File: src/rtl/reglk_pkg.sv
// Shared types, default parameters and helpers for the register-lock controller.
package reglk_pkg;

    typedef enum logic [1:0] {
        ST_LOCKED    = 2'd0,
        ST_CHALLENGE = 2'd1,
        ST_UNLOCKED  = 2'd2,
        ST_LOCKOUT   = 2'd3
    } reglk_state_e;

    localparam int unsigned REGLK_NUM_WORDS     = 6;
    localparam int unsigned REGLK_WORD_W        = 32;
    localparam int unsigned REGLK_KEY_W         = 32;
    localparam logic [31:0] REGLK_UNLOCK_KEY    = 32'hA5C3_0F1E;
    localparam int unsigned REGLK_UNLOCK_CYCLES = 1024;
    localparam int unsigned REGLK_MAX_FAILS     = 3;

    // Bit offset of a lock word inside the flattened lock vector.
    function automatic int unsigned reglk_word_idx(input int unsigned addr,
                                                   input int unsigned word_w);
        return addr * word_w;
    endfunction

endpackage

File: src/rtl/reglk_unlock_fsm.sv
// Key-authenticated unlock sequencer with time-limited window.
// Optional failed-attempt lockout is built when REGLK_LOCKOUT_EN is defined.
module reglk_unlock_fsm
    import reglk_pkg::*;
#(
    parameter int unsigned      KEY_W         = REGLK_KEY_W,
    parameter logic [KEY_W-1:0] UNLOCK_KEY    = KEY_W'(REGLK_UNLOCK_KEY),
    parameter int unsigned      UNLOCK_CYCLES = REGLK_UNLOCK_CYCLES
`ifdef REGLK_LOCKOUT_EN
    ,
    parameter int unsigned      MAX_FAILS     = REGLK_MAX_FAILS
`endif
) (
    input  logic             clk_i,
    input  logic             rst_i,
    input  logic             unlock_req_i,
    input  logic             key_valid_i,
    input  logic [KEY_W-1:0] key_i,
    input  logic             relock_i,
    output logic             unlocked_o,
    output logic             lockout_o
);

    localparam int unsigned TIMER_W = $clog2(UNLOCK_CYCLES + 1);

    reglk_state_e       state;
    logic [TIMER_W-1:0] timer;
    logic               key_ok;

    assign key_ok = (key_i == UNLOCK_KEY);

`ifdef REGLK_LOCKOUT_EN
    localparam int unsigned FAIL_W = $clog2(MAX_FAILS + 1);

    logic [FAIL_W-1:0] fails;
    logic [FAIL_W-1:0] fails_inc;

    // Saturating increment of the failed-attempt count.
    assign fails_inc = (fails == FAIL_W'(MAX_FAILS)) ? fails : fails + 1'b1;

    always_ff @(posedge clk_i or posedge rst_i) begin
        if (rst_i) begin
            state      <= ST_LOCKED;
            timer      <= '0;
            fails      <= '0;
            unlocked_o <= 1'b0;
            lockout_o  <= 1'b0;
        end else begin
            case (state)
                ST_LOCKED: begin
                    if (unlock_req_i) state <= ST_CHALLENGE;
                end
                ST_CHALLENGE: begin
                    if (key_valid_i) begin
                        if (key_ok) begin
                            state      <= ST_UNLOCKED;
                            unlocked_o <= 1'b1;
                            timer      <= TIMER_W'(UNLOCK_CYCLES - 1);
                            fails      <= '0;
                        end else begin
                            fails <= fails_inc;
                            if (fails_inc == FAIL_W'(MAX_FAILS)) begin
                                state     <= ST_LOCKOUT;
                                lockout_o <= 1'b1;
                            end else begin
                                state <= ST_LOCKED;
                            end
                        end
                    end
                end
                ST_UNLOCKED: begin
                    if (timer == '0 || relock_i) begin
                        state      <= ST_LOCKED;
                        unlocked_o <= 1'b0;
                        timer      <= '0;
                    end else begin
                        timer <= timer - 1'b1;
                    end
                end
                ST_LOCKOUT: begin
                    state <= ST_LOCKOUT;
                end
                default: begin
                    state      <= ST_LOCKED;
                    unlocked_o <= 1'b0;
                end
            endcase
        end
    end
`else
    assign lockout_o = 1'b0;

    always_ff @(posedge clk_i or posedge rst_i) begin
        if (rst_i) begin
            state      <= ST_LOCKED;
            timer      <= '0;
            unlocked_o <= 1'b0;
        end else begin
            case (state)
                ST_LOCKED: begin
                    if (unlock_req_i) state <= ST_CHALLENGE;
                end
                ST_CHALLENGE: begin
                    if (key_valid_i) begin
                        if (key_ok) begin
                            state      <= ST_UNLOCKED;
                            unlocked_o <= 1'b1;
                            timer      <= TIMER_W'(UNLOCK_CYCLES - 1);
                        end else begin
                            state <= ST_LOCKED;
                        end
                    end
                end
                ST_UNLOCKED: begin
                    if (timer == '0 || relock_i) begin
                        state      <= ST_LOCKED;
                        unlocked_o <= 1'b0;
                        timer      <= '0;
                    end else begin
                        timer <= timer - 1'b1;
                    end
                end
                default: begin
                    state      <= ST_LOCKED;
                    unlocked_o <= 1'b0;
                end
            endcase
        end
    end
`endif

endmodule

File: src/rtl/reglk_ctrl.sv
// Register-lock controller: set-only lock words, writable freely inside an unlock window.
// Failed-key lockout is present only when REGLK_LOCKOUT_EN is defined.
module reglk_ctrl
    import reglk_pkg::*;
#(
    parameter int unsigned      NUM_WORDS     = REGLK_NUM_WORDS,
    parameter int unsigned      WORD_W        = REGLK_WORD_W,
    parameter int unsigned      KEY_W         = REGLK_KEY_W,
    parameter logic [KEY_W-1:0] UNLOCK_KEY    = KEY_W'(REGLK_UNLOCK_KEY),
    parameter int unsigned      UNLOCK_CYCLES = REGLK_UNLOCK_CYCLES
`ifdef REGLK_LOCKOUT_EN
    ,
    parameter int unsigned      MAX_FAILS     = REGLK_MAX_FAILS
`endif
) (
    input  logic                          clk_i,
    input  logic                          rst_i,
    input  logic                          req_i,
    input  logic                          we_i,
    input  logic [$clog2(NUM_WORDS)-1:0]  addr_i,
    input  logic [WORD_W-1:0]             wdata_i,
    output logic [WORD_W-1:0]             rdata_o,
    output logic                          ack_o,
    input  logic                          unlock_req_i,
    input  logic                          key_valid_i,
    input  logic [KEY_W-1:0]              key_i,
    input  logic                          relock_i,
    output logic [NUM_WORDS*WORD_W-1:0]   reglk_o,
    output logic                          unlocked_o,
    output logic                          lockout_o
);

    logic [NUM_WORDS*WORD_W-1:0] lock_q;
    logic                        in_range;
    int unsigned                 base;

    reglk_unlock_fsm #(
        .KEY_W         (KEY_W),
        .UNLOCK_KEY    (UNLOCK_KEY),
        .UNLOCK_CYCLES (UNLOCK_CYCLES)
`ifdef REGLK_LOCKOUT_EN
        ,
        .MAX_FAILS     (MAX_FAILS)
`endif
    ) u_fsm (
        .clk_i        (clk_i),
        .rst_i        (rst_i),
        .unlock_req_i (unlock_req_i),
        .key_valid_i  (key_valid_i),
        .key_i        (key_i),
        .relock_i     (relock_i),
        .unlocked_o   (unlocked_o),
        .lockout_o    (lockout_o)
    );

    assign in_range = (32'(addr_i) < NUM_WORDS);
    assign base     = reglk_word_idx(32'(addr_i), WORD_W);

    // Write rule follows the registered unlock flag, i.e. the state before this edge.
    always_ff @(posedge clk_i or posedge rst_i) begin
        if (rst_i) begin
            lock_q  <= '1;
            rdata_o <= '0;
            ack_o   <= 1'b0;
        end else begin
            ack_o   <= req_i;
            rdata_o <= '0;
            if (req_i && in_range) begin
                rdata_o <= lock_q[base +: WORD_W];
                if (we_i) begin
                    if (unlocked_o) lock_q[base +: WORD_W] <= wdata_i;
                    else            lock_q[base +: WORD_W] <= lock_q[base +: WORD_W] | wdata_i;
                end
            end
        end
    end

    assign reglk_o = lock_q;

endmodule
File: config.mk
export PLATFORM = sky130hd
export DESIGN_NAME = reglk_ctrl
export DESIGN_NICKNAME = d
export VERILOG_FILES = /design/src/rtl/reglk_pkg.sv /design/src/rtl/reglk_unlock_fsm.sv /design/src/rtl/reglk_ctrl.sv
export SDC_FILE = /design/constraint.sdc
export NUM_CORES = 1
export LEC_CHECK = 0
export ABC_AREA = 1
export BUFFER_PORTS_ARGS = -buffer_cell sky130_fd_sc_hd__buf_2
export CAP_MARGIN = 10
export CORE_UTILIZATION = 43
export DETAILED_ROUTE_END_ITERATION = 16
export PLACE_DENSITY = 0.66
export SYNTH_ARGS = -nofsm -noshare
export SYNTH_HDL_FRONTEND = slang
export SYNTH_SLANG_ARGS = --single-unit
File: constraint.sdc
create_clock -name clk_i -period 8.4 [get_ports clk_i]
set_input_delay 0 -clock clk_i [delete_from_list [all_inputs] [get_ports clk_i]]
set_output_delay 0 -clock clk_i [all_outputs]
set_load 0.01 [all_outputs]
# Word level (Yosys, flattened, before mapping)
# Cells that the tools add are included.
# op_classes
add_sub_neg	2
mul	0
div_mod_pow	0
n_lt_le_gt_ge	1
eq_ne	7
shift	4
muxes	17
n_bitwise	2
reduce_logical	9
# op_table
operator	n
192-bit bitwise mux	2
32-bit by 34-bit variable part select with 192-bit output	2
192-bit 2-to-1 mux	1
32-bit by 34-bit variable shift with 192-bit output (first input constant)	1
192-bit by 9-bit variable part select with 32-bit output	1
8-bit negator with 34-bit output	1
11-bit 2-to-1 mux	3
32-bit equality test (second input constant)	1
32-bit 2-to-1 mux	1
32-bit bitwise OR	1
11-bit one-hot mux with 2 select lines	1
11-bit logical NOT	1
11-bit by 1-bit subtractor with 11-bit output (second input constant)	1
2-bit 2-to-1 mux	4
2-bit one-hot mux with 3 select lines	1
3-bit AND reduction	2
2-bit by 1-bit inequality test with 1-bit output (second input constant)	2
2-bit inequality test (second input constant)	2
4-bit AND reduction	1
3-bit less-than comparator (second input constant)	1
1-bit 2-to-1 mux	3
1-bit one-hot mux with 3 select lines	1
2-bit by 1-bit equality test with 1-bit output (second input constant)	1
2-bit equality test (second input constant)	1
other kinds (6)	6
# totals
regBits	239
latch_bits	0
ram_bits	0
romBits	0
inputBits	74
output_inout_bits	227
wordCells	48
mem_count	0

# Depth between registers and ports, before layout
# logic_depth
word_depth	5
depth_mapped	14
mapped_depth_nobuf	11

# Hierarchy
# From an unflattened synthesis, not the netlist that was laid out.
# hier_totals
cells_unflattened	1818
area_unflattened_um2	13250.2
# modules_own_cells
module	n_inst	cells_per_inst	area_per_inst_um2	seq_area_each_um2
reglk_ctrl	1	1611	11992.8	5870.6
reglk_unlock_fsm	1	207	1257.5	350.3

# Worst setup path before layout
# Ideal clock, no wire load.
# synth_path
path_kind	input port to flip-flop
start	in addr_i[0]
end	reg lock_q[179], in the netlist reglk_o[179]
setup_time_ns	0.060
arrival_time_ns	1.793
t_required_ns	8.340
setup_slack_ns	6.546
cell_stages	14
n_path_buf	4
cell_sequence	inv_2 -> buf_4 -> buf_2 -> ha_1 -> ha_1 -> nor2_4 -> inv_2 -> nor2_4 -> nand3_1 -> buf_2 -> buf_2 -> nor2_1 -> nand3_1 -> nand2_1
# synth_via
elab_chain_len	5
elab_cells_between_ends	12
classes_between	1 x add/sub; 1 x order compare; 4 x shift; 3 x mux; 1 x bitwise; 2 x reduce/logical
# synth_rtl
element	line_no	source
from (decl)	reglk_ctrl.sv:20	input logic [$clog2(NUM_WORDS)-1:0] addr_i,
192-bit by 9-bit variable part select with 32-bit output	reglk_ctrl.sv:72	else lock_q[base +: WORD_W] <= lock_q[base +: WORD_W] | wdata_i;
32-bit bitwise OR	reglk_ctrl.sv:72	
32-bit by 34-bit variable part select with 192-bit output	reglk_ctrl.sv:72	
192-bit bitwise mux	reglk_ctrl.sv:72	
192-bit 2-to-1 mux	reglk_ctrl.sv:71	if (unlocked_o) lock_q[base +: WORD_W] <= wdata_i;
to (signal, indexed assignment)	reglk_ctrl.sv:71	
to (signal, indexed assignment)	reglk_ctrl.sv:72	
to (decl)	reglk_ctrl.sv:33	logic [NUM_WORDS*WORD_W-1:0] lock_q;
# Parallel ways exist; a longest one is shown, timed or not.
# A chain may end at the register's enable or synchronous reset.

# Worst setup path in the final report
# layout_path
start	in addr_i[1]
end	reg lock_q[37], in the netlist reglk_o[37]
# Same word-level chain as after synthesis.

==> impl_metrics.toml <==
[yosys]
synthTopCellsByArea = "dfstp_2, nand2_1, dfrtp_1"
synth_top_area_cell = "dfstp_2"
synth_top_family_by_area = "simple AND/OR/NAND/NOR gates"
yosysWarnings = 0
synth_fa_ha_area_share_pct = 0.293
netlist_instances = 1739
synth_top_area_share_pct = 39.4
syn-cell-area_mm2 = 0.0128
yosys_register_bits = 239
avgSynthCellArea_um2 = 7.37
ys_seq_area_share_pct = 48.6
synth_xor_xnor_area_share_pct = 0.547
ys_types = 30
yosys.area_share.simple_pct = 28.1
synth_compound_area_share_pct = 13.2
synth_nets = 1816
synthMuxAreaShare_pct = 0

[timing]
period_share_pct = 53.7
setup_viol = 0
hold_viol = 0
finalMaxSlewViolations = 0
rsz0062_at_grt = "false"
fin_crit_ns = 4.51
worstMarginPinSlew_ns = 1.16
setup-tns-final_ns = 0
fmax_ghz = 0.222
fin_worst_skew_ns = 0.0121
timing.slew.headroom_pct = 22.7

[worst_setup_path]
path_max_fanout = 43
crit_arrival_ns = 4.97
r2r_start = "u_fsm.timer[0]"
crit_end = "reglk_o[37]"
r2r-end = "u_fsm.state[1]"
critPathLaunch = "addr_i[1]"
worstSetupPathType = "input port to flip-flop"
crit_required_ns = 8.86
startpoint_type = "input port"
critPathCaptureType = "flip-flop"
reg2reg_slack_ns = 5.64
reg2reg_depth = 10

[global_route]
grt_pass1_vias = 12375
grtUsageTotal_pct = 29.1
grt.overflow.total = 0
grt_pass1_wl_um = 69800
grt_max_degree = 114
antenna_found_initial = 0

[floorplanning]
dieArea_mm2 = 0.0305
core_region_area_mm2 = 0.0290
ios = 301
die_w_um = 175
num_rows = 62
start_util_pct = 44.2
die_h_um = 175

[power_and_ir_drop]
power_leakage_uw = 0.00807
power.density_mw_per_mm2 = 254
peakVddDrop_mv = 0.152

[min_path]
hold_path_class = "input port to flip-flop"

[clocking]
postCtsSetupBuffers = 0
h-tree-depth = 1
clockBufferDepth = 3
clock_latency_ns = 0.54
cts_sinks = 239
postCtsHoldBufs = 41
cts-resized-gates = 0
ctsRootBufferMaster = "clkbuf_16"
cts_inserted_buffers = 28
path_clk_slew_ns = 0.06
cts_tree = "done"

[placed_design]
place_congestion = 0.920
dp.final_hpwl_um = 28400
portBuffers = 299

[run]
drv_cap = 0

[drt]
first_pass_iters = 5
drc_errors = 0
dr_total_vias = 13124
routed_wl_um = 44900
wire_per_inst_um = 18.6
viasPerCell = 5.42
ant_nets = 0
drtIter0Drc = 1470

[final_layout]
drive_gt1_share_pct = 28.0
fillers = 2801
n_antenna_cell = 0
regArea_mm2 = 0.00622
area_growth_pct = 23.4
utilization_pct = 54.5
final_cell_mix = "nand2_1, buf_2, dfstp_2"
final_common_cell = "nand2_1"
layout.nets = 2093
multi_input_area_mm2 = 0.00545

[run_status]
status = "finished clean"
[synthesized netlist by cell type (all sizes together)]
library cell	count
clkinv	1
inv	186
o211ai	34
or2	2
o31ai	3
clkbuf	44
nor4	2
o21ai	170
a31oi	28
xor2	5
buf	62
nand2	518
dfstp	192
nand4	6
nand3	167
nor3	9
dfrtp	47
a21oi	77
ha	3
conb	1
nor2	179
xnor2	3
[where the power goes]
group / internal, uW / switching (uW) / total [uW]
combinational: 368 / 625 / 993
sequential: 1570 / 210 / 1770
clock: 759 / 494 / 1250
[sequential cells by signal (all words and copies together), names as in the netlist]
signal,cells
ack_o,1
rdata_o,32
reglk_o,192
u_fsm.state,2
u_fsm.timer,11
u_fsm.unlocked_o,1
[layout make-up]
class,instances,area share (%)
Multi-Input combinational cell,1207,34.5
Timing Repair Buffer,353,12.7
Sequential cell,239,39.4
Clock buffer,43,5.18
Clock inverter,7,0.736
Inverter,187,4.49
Tap cell,384,3.04
[stage by stage]
stage	worst slack, ns	hold slack (ns)	total power, uW	cell area, um2	std cells
after floorplan	2.16	0.0314	2290	12800	1739
after global placement	3.57	0.198	2740	14500	2329
after detailed placement	3.37	0.201	2750	14500	2329
after CTS	3.91	0.0791	4030	15800	2420
after global routing	3.54	0.104	4220	15800	2420
final	3.89	0.0859	4020	15800	2420
[worst min path at each step]
| stage | start | depth (start not counted) | to | slack (ns) |
|---|---|---|---|---|
| 5_1_grt | we_i | 5 | reglk_o[117] | 0.10 |
| 4_1_cts | relock_i | 6 | u_fsm.timer[10] | 0.08 |
| 2_1_floorplan | req_i | 0 | ack_o | 0.03 |
| 3_5_place_dp | req_i | 1 | ack_o | 0.20 |
| 3_3_place_gp | req_i | 1 | ack_o | 0.20 |
| 6_report | we_i | 5 | reglk_o[117] | 0.09 |
[layer usage]
metal	track usage, %	wire length (um)	share of wire (%)	up-vias
li1	-	-	-	6129
met1	38.7	18200	40	6209
met2	47.0	21000	47	673
met3	5.05	4040	9.0	113
met4	11.5	1740	3.9	0
met5	0	0	0	-
[cell families (layout without fill, tap and decap cells)]
| group | count (synthesis) | in the layout |
|---|---|---|
| compound gates | 312 | 312 |
| xor+xnor | 8 | 8 |
| fa+ha+maj | 3 | 3 |
| buf+inv | 293 | 590 |
| flops | 239 | 239 |
| other cells | 1 | 1 |
| simple gates | 883 | 883 |
[worst max-delay path: stages]
cell     delay [ns]
buf_2          0.08
buf_4          0.49
inv_2          0.08
ha_1           0.20
ha_1           0.30
nor2_4         0.76
inv_2          0.42
nor2_4         0.47
nand3_2        0.74
inv_1          0.80
buf_4          0.39
nand2_1        0.08
o21ai_0        0.09
Power figures use the tool's default switching activity.
